File: src/rtl/id_stall_unit_pkg.sv
// Shared ID-stage pipeline definitions: FSM encoding, stall lengths, register constants.
package id_stall_unit_pkg;

  localparam int unsigned REG_W = 5;
  localparam int unsigned REM_W = 2;

  typedef enum logic {
    RUN   = 1'b0,
    STALL = 1'b1
  } state_e;

  localparam logic [REM_W-1:0] NO_STALL          = REM_W'(0);
  localparam logic [REM_W-1:0] LOAD_USE_STALL    = REM_W'(1);
  localparam logic [REM_W-1:0] BR_ALU_STALL      = REM_W'(1);
  localparam logic [REM_W-1:0] BR_MEM_LOAD_STALL = REM_W'(1);
  localparam logic [REM_W-1:0] BR_LOAD_STALL     = REM_W'(2);

  localparam logic [REG_W-1:0] ZERO_REG = REG_W'(0);

  // Larger of two stall requests.
  function automatic logic [REM_W-1:0] max_stall(input logic [REM_W-1:0] a,
                                                 input logic [REM_W-1:0] b);
    return (a > b) ? a : b;
  endfunction

endpackage

File: src/rtl/id_stall_unit_if.sv
// Hazard inputs and stall/flush controls between the ID stage and the stall unit.
interface id_stall_unit_if #(
  parameter int unsigned CNT_W = 16
) ();

  logic [id_stall_unit_pkg::REG_W-1:0] IF_ID_rs;
  logic [id_stall_unit_pkg::REG_W-1:0] IF_ID_rt;
  logic                                IF_ID_UsesRt;
  logic                                IF_ID_Branch;
  logic                                Branch_taken;
  logic                                Jump;
  logic                                ID_EX_MemRead;
  logic                                ID_EX_RegWrite;
  logic [id_stall_unit_pkg::REG_W-1:0] ID_EX_Write_register;
  logic                                EX_MEM_MemRead;
  logic [id_stall_unit_pkg::REG_W-1:0] EX_MEM_Write_register;

  logic                                PC_Write;
  logic                                IF_ID_Write;
  logic                                IF_ID_Flush;
  logic                                ID_EX_Bubble;
  logic                                stall_active;
  logic [CNT_W-1:0]                    stall_cycles;

  modport master (
    output IF_ID_rs, IF_ID_rt, IF_ID_UsesRt, IF_ID_Branch, Branch_taken, Jump,
           ID_EX_MemRead, ID_EX_RegWrite, ID_EX_Write_register,
           EX_MEM_MemRead, EX_MEM_Write_register,
    input  PC_Write, IF_ID_Write, IF_ID_Flush, ID_EX_Bubble, stall_active, stall_cycles
  );

  modport slave (
    input  IF_ID_rs, IF_ID_rt, IF_ID_UsesRt, IF_ID_Branch, Branch_taken, Jump,
           ID_EX_MemRead, ID_EX_RegWrite, ID_EX_Write_register,
           EX_MEM_MemRead, EX_MEM_Write_register,
    output PC_Write, IF_ID_Write, IF_ID_Flush, ID_EX_Bubble, stall_active, stall_cycles
  );

endinterface

File: src/rtl/id_stall_unit_hazard_match.sv
// Destination-vs-source match for one producer stage; $0 never creates a dependency.
module hazard_match
  import id_stall_unit_pkg::*;
(
  input  logic [REG_W-1:0] dest_i,
  input  logic [REG_W-1:0] rs_i,
  input  logic [REG_W-1:0] rt_i,
  input  logic             uses_rt_i,
  output logic             match_o
);

  assign match_o = (dest_i != ZERO_REG) &&
                   ((dest_i == rs_i) || (uses_rt_i && (dest_i == rt_i)));

endmodule

File: src/rtl/id_stall_unit.sv
// ID-stage hazard stall and control-flush controller with stall-cycle counter.
module id_stall_unit
  import id_stall_unit_pkg::*;
#(
  parameter int unsigned CNT_W = 16
) (
  input logic            clk,
  input logic            rst_n,
  id_stall_unit_if.slave bus
);

  state_e            state_q, state_d;
  logic [REM_W-1:0]  rem_q, rem_d;
  logic [CNT_W-1:0]  stall_cycles_q, stall_cycles_d;
  logic [REM_W-1:0]  n_req;
  logic              ex_match;
  logic              mem_match;
  logic              stall_c;
  logic              flush_req;

  hazard_match u_match_ex (
    .dest_i    (bus.ID_EX_Write_register),
    .rs_i      (bus.IF_ID_rs),
    .rt_i      (bus.IF_ID_rt),
    .uses_rt_i (bus.IF_ID_UsesRt),
    .match_o   (ex_match)
  );

  hazard_match u_match_mem (
    .dest_i    (bus.EX_MEM_Write_register),
    .rs_i      (bus.IF_ID_rs),
    .rt_i      (bus.IF_ID_rt),
    .uses_rt_i (bus.IF_ID_UsesRt),
    .match_o   (mem_match)
  );

  // Required stall length for the instruction in ID; the longest applicable rule wins.
  always_comb begin
    n_req = NO_STALL;
    if (bus.IF_ID_Branch) begin
      if (bus.EX_MEM_MemRead && mem_match)
        n_req = max_stall(n_req, BR_MEM_LOAD_STALL);
      if (bus.ID_EX_RegWrite && !bus.ID_EX_MemRead && ex_match)
        n_req = max_stall(n_req, BR_ALU_STALL);
      if (bus.ID_EX_MemRead && ex_match)
        n_req = max_stall(n_req, BR_LOAD_STALL);
    end else if (bus.ID_EX_MemRead && ex_match) begin
      n_req = LOAD_USE_STALL;
    end
  end

  // State, remaining-stall count and performance counter registers.
  always_ff @(posedge clk or negedge rst_n) begin
    if (!rst_n) begin
      state_q        <= RUN;
      rem_q          <= '0;
      stall_cycles_q <= '0;
    end else begin
      state_q        <= state_d;
      rem_q          <= rem_d;
      stall_cycles_q <= stall_cycles_d;
    end
  end

  // Next state and Mealy stall decision; STALL ignores hazard inputs until rem runs out.
  always_comb begin
    state_d        = state_q;
    rem_d          = rem_q;
    stall_c        = 1'b0;
    stall_cycles_d = stall_cycles_q;
    unique case (state_q)
      RUN: begin
        if (n_req != NO_STALL) begin
          stall_c = 1'b1;
          rem_d   = n_req - REM_W'(1);
          state_d = (n_req > REM_W'(1)) ? STALL : RUN;
        end
      end
      STALL: begin
        stall_c = 1'b1;
        rem_d   = rem_q - REM_W'(1);
        if (rem_q == REM_W'(1))
          state_d = RUN;
      end
      default: state_d = RUN;
    endcase
    if (stall_c && (stall_cycles_q != {CNT_W{1'b1}}))
      stall_cycles_d = stall_cycles_q + CNT_W'(1);
  end

  // Outputs are forced low while reset is held; a pending stall suppresses the flush.
  assign flush_req        = bus.Jump || (bus.IF_ID_Branch && bus.Branch_taken);
  assign bus.PC_Write     = rst_n && !stall_c;
  assign bus.IF_ID_Write  = rst_n && !stall_c;
  assign bus.ID_EX_Bubble = rst_n && stall_c;
  assign bus.stall_active = rst_n && stall_c;
  assign bus.IF_ID_Flush  = rst_n && flush_req && !stall_c;
  assign bus.stall_cycles = stall_cycles_q;

endmodule

File: src/flat_wrapper.sv
// flat-port wrapper written by rule: the top's interface ports become plain ports
module id_stall_unit_flat import id_stall_unit_pkg::*;
#(
  parameter int unsigned CNT_W = 16
)
  (clk, rst_n, bus_IF_ID_rs, bus_IF_ID_rt, bus_IF_ID_UsesRt, bus_IF_ID_Branch, bus_Branch_taken, bus_Jump, bus_ID_EX_MemRead, bus_ID_EX_RegWrite, bus_ID_EX_Write_register, bus_EX_MEM_MemRead, bus_EX_MEM_Write_register, bus_PC_Write, bus_IF_ID_Write, bus_IF_ID_Flush, bus_ID_EX_Bubble, bus_stall_active, bus_stall_cycles);
  id_stall_unit_if #(.CNT_W(CNT_W)) bus_i ();
  input logic clk;
  input logic rst_n;
  input wire logic [$bits(bus_i.IF_ID_rs)-1:0] bus_IF_ID_rs;
  input wire logic [$bits(bus_i.IF_ID_rt)-1:0] bus_IF_ID_rt;
  input wire logic [$bits(bus_i.IF_ID_UsesRt)-1:0] bus_IF_ID_UsesRt;
  input wire logic [$bits(bus_i.IF_ID_Branch)-1:0] bus_IF_ID_Branch;
  input wire logic [$bits(bus_i.Branch_taken)-1:0] bus_Branch_taken;
  input wire logic [$bits(bus_i.Jump)-1:0] bus_Jump;
  input wire logic [$bits(bus_i.ID_EX_MemRead)-1:0] bus_ID_EX_MemRead;
  input wire logic [$bits(bus_i.ID_EX_RegWrite)-1:0] bus_ID_EX_RegWrite;
  input wire logic [$bits(bus_i.ID_EX_Write_register)-1:0] bus_ID_EX_Write_register;
  input wire logic [$bits(bus_i.EX_MEM_MemRead)-1:0] bus_EX_MEM_MemRead;
  input wire logic [$bits(bus_i.EX_MEM_Write_register)-1:0] bus_EX_MEM_Write_register;
  output wire logic [$bits(bus_i.PC_Write)-1:0] bus_PC_Write;
  output wire logic [$bits(bus_i.IF_ID_Write)-1:0] bus_IF_ID_Write;
  output wire logic [$bits(bus_i.IF_ID_Flush)-1:0] bus_IF_ID_Flush;
  output wire logic [$bits(bus_i.ID_EX_Bubble)-1:0] bus_ID_EX_Bubble;
  output wire logic [$bits(bus_i.stall_active)-1:0] bus_stall_active;
  output wire logic [$bits(bus_i.stall_cycles)-1:0] bus_stall_cycles;
  assign bus_i.IF_ID_rs = bus_IF_ID_rs;
  assign bus_i.IF_ID_rt = bus_IF_ID_rt;
  assign bus_i.IF_ID_UsesRt = bus_IF_ID_UsesRt;
  assign bus_i.IF_ID_Branch = bus_IF_ID_Branch;
  assign bus_i.Branch_taken = bus_Branch_taken;
  assign bus_i.Jump = bus_Jump;
  assign bus_i.ID_EX_MemRead = bus_ID_EX_MemRead;
  assign bus_i.ID_EX_RegWrite = bus_ID_EX_RegWrite;
  assign bus_i.ID_EX_Write_register = bus_ID_EX_Write_register;
  assign bus_i.EX_MEM_MemRead = bus_EX_MEM_MemRead;
  assign bus_i.EX_MEM_Write_register = bus_EX_MEM_Write_register;
  assign bus_PC_Write = bus_i.PC_Write;
  assign bus_IF_ID_Write = bus_i.IF_ID_Write;
  assign bus_IF_ID_Flush = bus_i.IF_ID_Flush;
  assign bus_ID_EX_Bubble = bus_i.ID_EX_Bubble;
  assign bus_stall_active = bus_i.stall_active;
  assign bus_stall_cycles = bus_i.stall_cycles;
  id_stall_unit #(.CNT_W(CNT_W)) u_core (.clk(clk), .rst_n(rst_n), .bus(bus_i));
endmodule
File: config.mk
export PLATFORM = sky130hd
export DESIGN_NAME = id_stall_unit_flat
export DESIGN_NICKNAME = d
export VERILOG_FILES = /design/src/rtl/id_stall_unit_pkg.sv /design/src/rtl/id_stall_unit_if.sv /design/src/rtl/id_stall_unit_hazard_match.sv /design/src/rtl/id_stall_unit.sv /design/src/flat_wrapper.sv
export SDC_FILE = /design/constraint.sdc
export NUM_CORES = 1
export LEC_CHECK = 0
export CORE_ASPECT_RATIO = 1.25
export CORE_MARGIN = 10
export CORE_UTILIZATION = 39
export DETAILED_ROUTE_END_ITERATION = 10
export PLACE_DENSITY = 0.76
export SLEW_MARGIN = 20
export SYNTH_ARGS = -nofsm -noshare
export SYNTH_HDL_FRONTEND = slang
export SYNTH_HIERARCHICAL = 1
export SYNTH_SLANG_ARGS = --single-unit
File: constraint.sdc
create_clock -name clk -period 2.65 [get_ports clk]
set_input_delay 0.53 -clock clk [delete_from_list [all_inputs] [get_ports clk]]
set_output_delay 0.53 -clock clk [all_outputs]
set_load 0.01 [all_outputs]
==> impl_metrics.sql, run 1 <==
INSERT INTO impl_metrics (metric_group, metric, value, unit) VALUES
('cts', 'clk_transition_reported_paths', '0.08', 'ns'),
('synthesis', 'syn_nets', '159', ''),
('worst_setup_path', 'worst-setup-path-type', 'in2out', ''),
('synthesis', 'post_synth_num_cell_types', '30', ''),
('synthesis', 'yosys-top-cells-area', 'sky130_fd_sc_hd__dfrtp_1, sky130_fd_sc_hd__xor2_1, sky130_fd_sc_hd__xnor2_1', ''),
('detailed_routing', 'count_of_routing_violations_after_the_opening_detailed_route_iteration', '85', ''),
('synthesis', 'synthesis.area', '1272', 'um^2'),
('worst_setup_path', 'crit_required', '2.12', 'ns'),
('worst_setup_path', 'crit_path_top_delay_cell', 'sky130_fd_sc_hd__nor4_2', ''),
('floorplanning', 'floorplan.die.width', '71.09', 'um'),
('grt', 'total_global_route_track_usage', '14.41', '%'),
('worst_setup_path', 'worst_path_largest_cell_delay', '0.31', 'ns'),
('timing', 'slew_violations', '0', ''),
('timing', 'timing_worst_slew_pin_value', '0.8126', 'ns'),
('floorplanning', 'initial_utilization', '40.20', '%'),
('floorplanning', 'die-height', '83.87', 'um'),
('finish', 'area_delta_synth_final', '81.71', '%'),
('timing', 'hold_violations', '0', ''),
('cts', 'cts.root.buffer_cell', 'sky130_fd_sc_hd__clkbuf_8', ''),
('synthesis', 'ys_ff_latch', '19', ''),
('power', 'leakage', '1.058', 'nW'),
('cts', 'cts_buffer_depth', '2', ''),
('detailed_routing', 'routed-via-count', '1329', ''),
('worst_setup_path', 'timing.critical_path.cells', 'buf_6 > xor2_2 > nor4_2 > nand3_1 > a21oi_2 > nand3_1 > a21oi_2 > a21oi_4 > ha_4 > nor2b_4 > and2_4 > nor2b_4 > buf_6', ''),
('synthesis', 'netlist_instances', '127', ''),
('timing', 'slew_headroom', '45.59', '%'),
('detailed_routing', 'drt.antenna.violating_nets', '0', ''),
('floorplanning', 'io_pins', '50', ''),
('place', 'place_congestion', '0.8802', ''),
('run', 'cap_viol_max_count', '0', ''),
('power', 'worst_ir_drop_vdd', '0.3749', 'mV'),
('worst_setup_path', 'worst_setup_path_end_kind', 'output port', ''),
('timing', 'finalSetupViolCount', '16', ''),
('cts', 'tritoncts', 'yes', ''),
('cts', 'tritoncts.num_buffers', '3', ''),
('floorplanning', 'core-area', '3166', 'um^2'),
('timing', 'grt_setup_unrepaired', 'yes', ''),
('finish', 'number_of_nets_in_the_finished_design', '246', ''),
('run_status', 'failed_checks', 'setup timing', ''),
('synthesis', 'synth.yosys.warnings', '6', ''),
('detailed_routing', 'detailedRoute.firstPassIterationCount', '4', ''),
('finish', 'layout-drive-gt1-share', '46.01', '%'),
('synthesis', 'postSynthAreaPerCell', '10.02', 'um^2'),
('detailed_routing', 'wl', '4.525', 'mm'),
('place', 'place.port_buffers', '49', ''),
('power', 'post-layout-total-power', '1.089', 'mW'),
('synthesis', 'synth_seq_area_share', '37.36', '%'),
('detailed_routing', 'routed_via_density', '5.295', ''),
('synthesis', 'synth_largest_type_area_fraction', '37.36', '%'),
('run_status', 'run_status', 'complete, but fails checks', ''),
('timing', 'period_share', '112.4', '%'),
('finish', 'mostFrequentLayoutCells', 'sky130_fd_sc_hd__buf_4, sky130_fd_sc_hd__clkdlybuf4s50_1, sky130_fd_sc_hd__dfrtp_1', ''),
('grt', 'global_route_overflow', '0', ''),
('floorplanning', 'fp.dieArea', '5962', 'um^2'),
('cts', 'ctsHoldBuffers', '0', ''),
('timing', 'final.setup_skew', '0.007734', 'ns'),
('grt', 'grt_first_pass_wirelength', '7.100', 'mm'),
('worst_setup_path', 'critPathArrivalTime', '2.45', 'ns'),
('finish', 'layout.cells.most_common', 'sky130_fd_sc_hd__buf_4', ''),
('place', 'placement.setup.worst_slack', '-1.118', 'ns'),
('cts', 'cts_sinks', '19', ''),
('timing', 'achievable-frequency', '335.6', 'MHz'),
('cts', 'clk-insertion-delay-late', '0.26', 'ns'),
('hold_path', 'worst_hold_path_type', 'reg2reg', ''),
('place', 'detailed_place_hpwl', '3.198', 'mm'),
('worst_setup_path', 'start_kind', 'primary input', ''),
('timing', 'post-route-worst-setup-slack', '-0.3297', 'ns'),
('detailed_routing', 'post_drt_wl_per_cell', '18.03', 'um'),
('grt', 'grt_max_degree', '12', ''),
('floorplanning', 'rows', '23', ''),
('detailed_routing', 'detail_route.drc_violations', '0', ''),
('timing', 'setup-tns-final', '-2.579', 'ns'),
('worst_setup_path', 'critPathMaxFanout', '3', ''),
('timing', 'finalWorstPathRequiredPeriod', '2.980', 'ns'),
('synthesis', 'synthDominantAreaCellType', 'sky130_fd_sc_hd__dfrtp_1', ''),
('grt', 'number_of_antenna_violations_at_the_first_check_in_global_routing', '1', ''),
('power', 'pwr_density_cell', '470.8', 'nW/um^2'),
('cts', 'clock_tree.htree_level_count', '1', ''),
('grt', 'vias_in_the_first_global_route', '1457', '');
synth_stat cells:
cell and number:
sky130_fd_sc_hd__mux2_2 2, sky130_fd_sc_hd__nand2b_1 1, sky130_fd_sc_hd__xnor2_1 13, sky130_fd_sc_hd__nand2_1 6, sky130_fd_sc_hd__nor3_1 5, sky130_fd_sc_hd__o211ai_1 1
sky130_fd_sc_hd__mux2i_1 2, sky130_fd_sc_hd__ha_1 3, sky130_fd_sc_hd__mux2_4 1, sky130_fd_sc_hd__nand4_2 1, sky130_fd_sc_hd__nand3_1 11, sky130_fd_sc_hd__buf_6 1
sky130_fd_sc_hd__a21o_1 1, sky130_fd_sc_hd__buf_4 2, sky130_fd_sc_hd__and2_1 2, sky130_fd_sc_hd__and3_1 3, sky130_fd_sc_hd__dfrtp_1 19, sky130_fd_sc_hd__nor2_1 4
sky130_fd_sc_hd__nor4_1 4, sky130_fd_sc_hd__xor2_1 22, sky130_fd_sc_hd__and4_1 1, sky130_fd_sc_hd__inv_1 1, sky130_fd_sc_hd__or4_1 2, sky130_fd_sc_hd__o21ai_0 1
sky130_fd_sc_hd__a21oi_1 5, sky130_fd_sc_hd__nor2b_1 2, sky130_fd_sc_hd__nand4_1 7, sky130_fd_sc_hd__or3_4 1, sky130_fd_sc_hd__nor4_2 2, sky130_fd_sc_hd__o41a_1 1
path summary, 6_finish.rpt:
check                                                   startpoint                                 endpoint  slack [ns]  cells after the start
max in group asynchronous                                    rst_n   u_core/bus.stall_cycles[9]$_DFFE_PN0P_        1.80                      2
min in group asynchronous                                    rst_n  u_core/bus.stall_cycles[11]$_DFFE_PN0P_        0.70                      2
setup reg to reg            u_core/bus.stall_cycles[1]$_DFFE_PN0P_  u_core/bus.stall_cycles[14]$_DFFE_PN0P_        0.72                      5
setup / recovery                                   bus_IF_ID_rt[3]                          bus_IF_ID_Flush       -0.33                     13
hold reg to reg            u_core/bus.stall_cycles[15]$_DFFE_PN0P_  u_core/bus.stall_cycles[15]$_DFFE_PN0P_        0.53                      1
hold / removal             u_core/bus.stall_cycles[15]$_DFFE_PN0P_  u_core/bus.stall_cycles[15]$_DFFE_PN0P_        0.53                      1
worst max-delay path: cells and delay by family:
family	cells	cell delay, ns
xor+xnor	1	0.18
fa+ha+maj	1	0.17
buf+inv	2	0.24
compound gates	3	0.38
simple gates	6	0.94
flip-flops by register name, summed over array words and instances (netlist names):
name                     cells
u_core/bus.stall_cycles     16
u_core/state_q               1
u_core/rem_q                 2
layout make-up:
type                            instances  area (um^2)
Multi-Input combinational cell        104         1001
Fill cell                             216        853.3
Timing Repair Buffer                   85        737.0
Sequential cell                        19        475.5
Tap cell                               37        46.29
Clock buffer                            3        41.29
Clock inverter                          1        5.005
Inverter                                1        3.754
Antenna cell                            1        2.502
through the flow:
step	util (%)	cells	cell area [um^2]	hold WS [ns]
detailed placement	61.58	229	1949	0.5115
finish	73.04	251	2312	0.5274
global placement	61.58	229	1949	0.4858
global route	73.04	251	2312	0.5523
CTS	70.40	250	2228	0.5262
floorplan	-	127	1296	0.2344
metal layers:
metal  wire length [um]  track usage, %
met1               1608           14.33
met2               2610           26.85
met3                209           3.333
met4                 97           6.702
met5                  0               0
power by group:
part | internal (mW) | switching (mW)
registers | 0.344 | 0.0743
logic | 0.274 | 0.196
clock network | 0.104 | 0.0956
total | 0.723 | 0.366
repair_timing:
action	in CTS	in global routing
setup endpoints to repair	23	22
gates resized for setup	120	28
pin swaps	27	17
buffers inserted	18	1
logic make-up (layout without fill, tap and decap cells):
family / Yosys count / after routing / share of synthesized area, %
buffers and inverters: 4 / 90 / 2.359
flip-flops: 19 / 19 / 37.37
AO/OA/AOI/OAI: 9 / 9 / 4.424
adder cells (fa/ha/maj): 3 / 3 / 2.950
AND/OR/NAND/NOR: 52 / 52 / 24.29
multiplexers: 5 / 5 / 4.523
XOR/XNOR: 35 / 35 / 24.09
other: 0 / 1 / 0
No activity file was read; power rests on OpenSTA's default activity.
==> run 2, diff against run 1 <==
clock period = 2.5 ns   (was 2.65 ns; I/O delays follow)
==> run 2 against run 1 <==
Compared with the run above:
- highest routed layer unchanged
- register-to-register slack got worse by 0.16 ns
- first-iteration DRC count fell by 46%
- clock skew fell by 0.0051 ns
- the run still ends with setup timing left
- non-clock buffer count fell by 13
- hold slack got worse by 0.0069 ns
- routed wire length fell by 9.9%
- critical path type unchanged
- utilization fell by 3.7 points
- clock power rose by 5%
==> impl_metrics.sql, run 2 (synthesis results as in run 1) <==
INSERT INTO impl_metrics (metric_group, metric, value, unit) VALUES
('run_status', 'run_status', 'complete, but fails checks', ''),
('run_status', 'failed_checks', 'setup timing', ''),
('place', 'detailed_place_hpwl', '2.940', 'mm'),
('detailed_routing', 'routed_via_density', '5.405', ''),
('power', 'pwr_density_cell', '519.9', 'nW/um^2'),
('timing', 'post-route-worst-setup-slack', '-0.3095', 'ns'),
('timing', 'slew_headroom', '46.75', '%'),
('floorplanning', 'floorplan.die.width', '71.09', 'um'),
('timing', 'timing_worst_slew_pin_value', '0.7921', 'ns'),
('floorplanning', 'rows', '23', ''),
('cts', 'cts_buffer_depth', '2', ''),
('detailed_routing', 'detail_route.drc_violations', '0', ''),
('finish', 'layout.core_utilization', '69.33', '%'),
('timing', 'hold_violations', '0', ''),
('timing', 'final.setup_skew', '0.002658', 'ns'),
('worst_setup_path', 'worst_r2r_startpoint', 'u_core/bus.stall_cycles[0]$_DFFE_PN0P_', ''),
('detailed_routing', 'top_signal_layer_used', 'met4', ''),
('timing', 'finalWorstPathRequiredPeriod', '2.809', 'ns'),
('hold_path', 'hold_path_depth', '1', ''),
('floorplanning', 'initial_utilization', '40.20', '%'),
('cts', 'tritoncts.num_buffers', '3', ''),
('cts', 'cts.root.buffer_cell', 'sky130_fd_sc_hd__clkbuf_8', ''),
('finish', 'layout-drive-gt1-share', '43.00', '%'),
('grt', 'grt_max_degree', '17', ''),
('grt', 'number_of_antenna_violations_at_the_first_check_in_global_routing', '0', ''),
('grt', 'grt_first_pass_wirelength', '6.085', 'mm'),
('finish', 'area_delta_synth_final', '72.47', '%'),
('hold_path', 'worst_hold_path_type', 'reg2reg', ''),
('timing', 'slew_violations', '0', ''),
('worst_setup_path', 'worst-setup-path-type', 'in2out', ''),
('finish', 'number_of_nets_in_the_finished_design', '233', ''),
('timing', 'achievable-frequency', '355.9', 'MHz'),
('worst_setup_path', 'timing_startpoint_of_the_critical_path', 'bus_IF_ID_rs[2]', ''),
('worst_setup_path', 'reg2reg_slack', '0.56', 'ns'),
('place', 'place.port_buffers', '49', ''),
('power', 'post-layout-total-power', '1.141', 'mW'),
('cts', 'cts_sinks', '19', ''),
('finish', 'multiInputGateArea', '985.9', 'um^2'),
('detailed_routing', 'count_of_routing_violations_after_the_opening_detailed_route_iteration', '46', ''),
('floorplanning', 'fp.dieArea', '5962', 'um^2'),
('hold_path', 'worstHoldStart', 'u_core/bus.stall_cycles[15]$_DFFE_PN0P_', ''),
('cts', 'clk_transition_reported_paths', '0.07', 'ns'),
('cts', 'clock_tree.htree_level_count', '1', ''),
('place', 'placement.setup.worst_slack', '-1.136', 'ns'),
('finish', 'largest_register_ffs', '16', ''),
('worst_setup_path', 'worst_setup_path_end_kind', 'output port', ''),
('grt', 'total_global_route_track_usage', '12.16', '%'),
('floorplanning', 'core-area', '3166', 'um^2'),
('worst_setup_path', 'critPathArrivalTime', '2.31', 'ns'),
('worst_setup_path', 'critPathMaxFanout', '3', ''),
('power', 'leakage', '0.9945', 'nW'),
('finish', 'layout.cells.most_common', 'sky130_fd_sc_hd__clkdlybuf4s50_1', ''),
('finish', 'layout.filler_cells', '242', ''),
('run', 'cap_viol_max_count', '0', ''),
('finish', 'count_of_antenna_diodes_in_the_layout', '0', ''),
('detailed_routing', 'detailedRoute.firstPassIterationCount', '4', ''),
('finish', 'mostFrequentLayoutCells', 'sky130_fd_sc_hd__clkdlybuf4s50_1, sky130_fd_sc_hd__dfrtp_1, sky130_fd_sc_hd__buf_4', ''),
('timing', 'finalSetupViolCount', '18', ''),
('timing', 'grt_setup_unrepaired', 'yes', ''),
('worst_setup_path', 'worstRegToRegCells', '5', ''),
('worst_setup_path', 'rr_endpoint', 'u_core/bus.stall_cycles[14]$_DFFE_PN0P_', ''),
('detailed_routing', 'wl', '4.075', 'mm'),
('finish', 'sequential_cell_area', '475.5', 'um^2'),
('power', 'worst_ir_drop_vdd', '0.3819', 'mV'),
('detailed_routing', 'met3RoutedLength', '246', 'um'),
('detailed_routing', 'routed-via-count', '1281', ''),
('timing', 'period_share', '112.4', '%'),
('grt', 'vias_in_the_first_global_route', '1333', ''),
('place', 'place_congestion', '0.8756', ''),
('floorplanning', 'die-height', '83.87', 'um'),
('worst_setup_path', 'crit_required', '2.00', 'ns'),
('detailed_routing', 'drt-met1-wl', '1.419', 'mm'),
('cts', 'clk-insertion-delay-late', '0.25', 'ns'),
('worst_setup_path', 'start_kind', 'primary input', ''),
('hold_path', 'worst_hold_path.endpoint', 'u_core/bus.stall_cycles[15]$_DFFE_PN0P_', ''),
('detailed_routing', 'post_drt_wl_per_cell', '17.19', 'um'),
('cts', 'tritoncts', 'yes', ''),
('grt', 'global_route_overflow', '0', ''),
('timing', 'timing.hold.ws', '0.5204', 'ns'),
('detailed_routing', 'met2RoutedLength', '2.347', 'mm'),
('floorplanning', 'io_pins', '50', ''),
('detailed_routing', 'drt.antenna.violating_nets', '0', '');
run 2: final cells by class:
| type | instances | area share [%] |
|---|---|---|
| Clock inverter | 1 | 0.2281 |
| Timing Repair Buffer | 72 | 29.02 |
| Clock buffer | 3 | 1.881 |
| Inverter | 1 | 0.1710 |
| Sequential cell | 19 | 21.66 |
| Tap cell | 37 | 2.109 |
| Multi-Input combinational cell | 104 | 44.93 |
run 2: report_power, final:
group	internal, mW	leakage [nW]	total (mW)	switching [mW]
logic	0.290	0.716	0.490	0.199
clock network	0.111	0.0255	0.210	0.0997
registers	0.365	0.253	0.441	0.0762
total	0.766	0.995	1.14	0.375
run 2: worst max path at each step:
stage	end	slack [ns]	depth (start not counted)
final	bus_IF_ID_Flush	-0.31	14
after global routing	bus_IF_ID_Flush	-0.43	14
after CTS	bus_IF_ID_Flush	-0.33	14
after detailed placement	bus_ID_EX_Bubble	-1.14	14
after global placement	bus_ID_EX_Bubble	-1.12	14
after floorplan	bus_IF_ID_Flush	-0.13	10
run 2: timing repair:
| item | CTS | global route |
|---|---|---|
| pin swaps | 24 | 25 |
| setup buffers | 1 | 4 |
| gates cloned | 0 | 1 |
| setup endpoints to repair | 23 | 21 |
| resized for setup | 102 | 37 |
| hold buffers | 0 | 0 |
run 2: worst max-delay path, cell delays in order:
cell	delay (ns)
sky130_fd_sc_hd__buf_4	0.12
sky130_fd_sc_hd__buf_6	0.11
sky130_fd_sc_hd__xor2_2	0.16
sky130_fd_sc_hd__nor3_2	0.20
sky130_fd_sc_hd__nand3_1	0.13
sky130_fd_sc_hd__a21oi_2	0.13
sky130_fd_sc_hd__nand3_1	0.09
sky130_fd_sc_hd__a21oi_2	0.13
sky130_fd_sc_hd__a21oi_2	0.05
sky130_fd_sc_hd__ha_2	0.18
sky130_fd_sc_hd__nor2b_4	0.12
sky130_fd_sc_hd__and2_4	0.14
sky130_fd_sc_hd__nor2b_4	0.12
sky130_fd_sc_hd__buf_6	0.12
run 2: routing by layer:
metal	up-vias	GRT usage, %
met1	627	11.57
met5	-	0
met4	0	4.762
li1	602	-
met2	48	23.20
met3	4	3.571
run 2: through the flow:
stage	instances	TNS, ns	area (um^2)
floorplan	127	-0.2288	1311
global placement	227	-16.30	1949
detailed placement	227	-17.03	1949
CTS	232	-1.982	2013
global route	237	-5.460	2195
finish	237	-2.627	2195
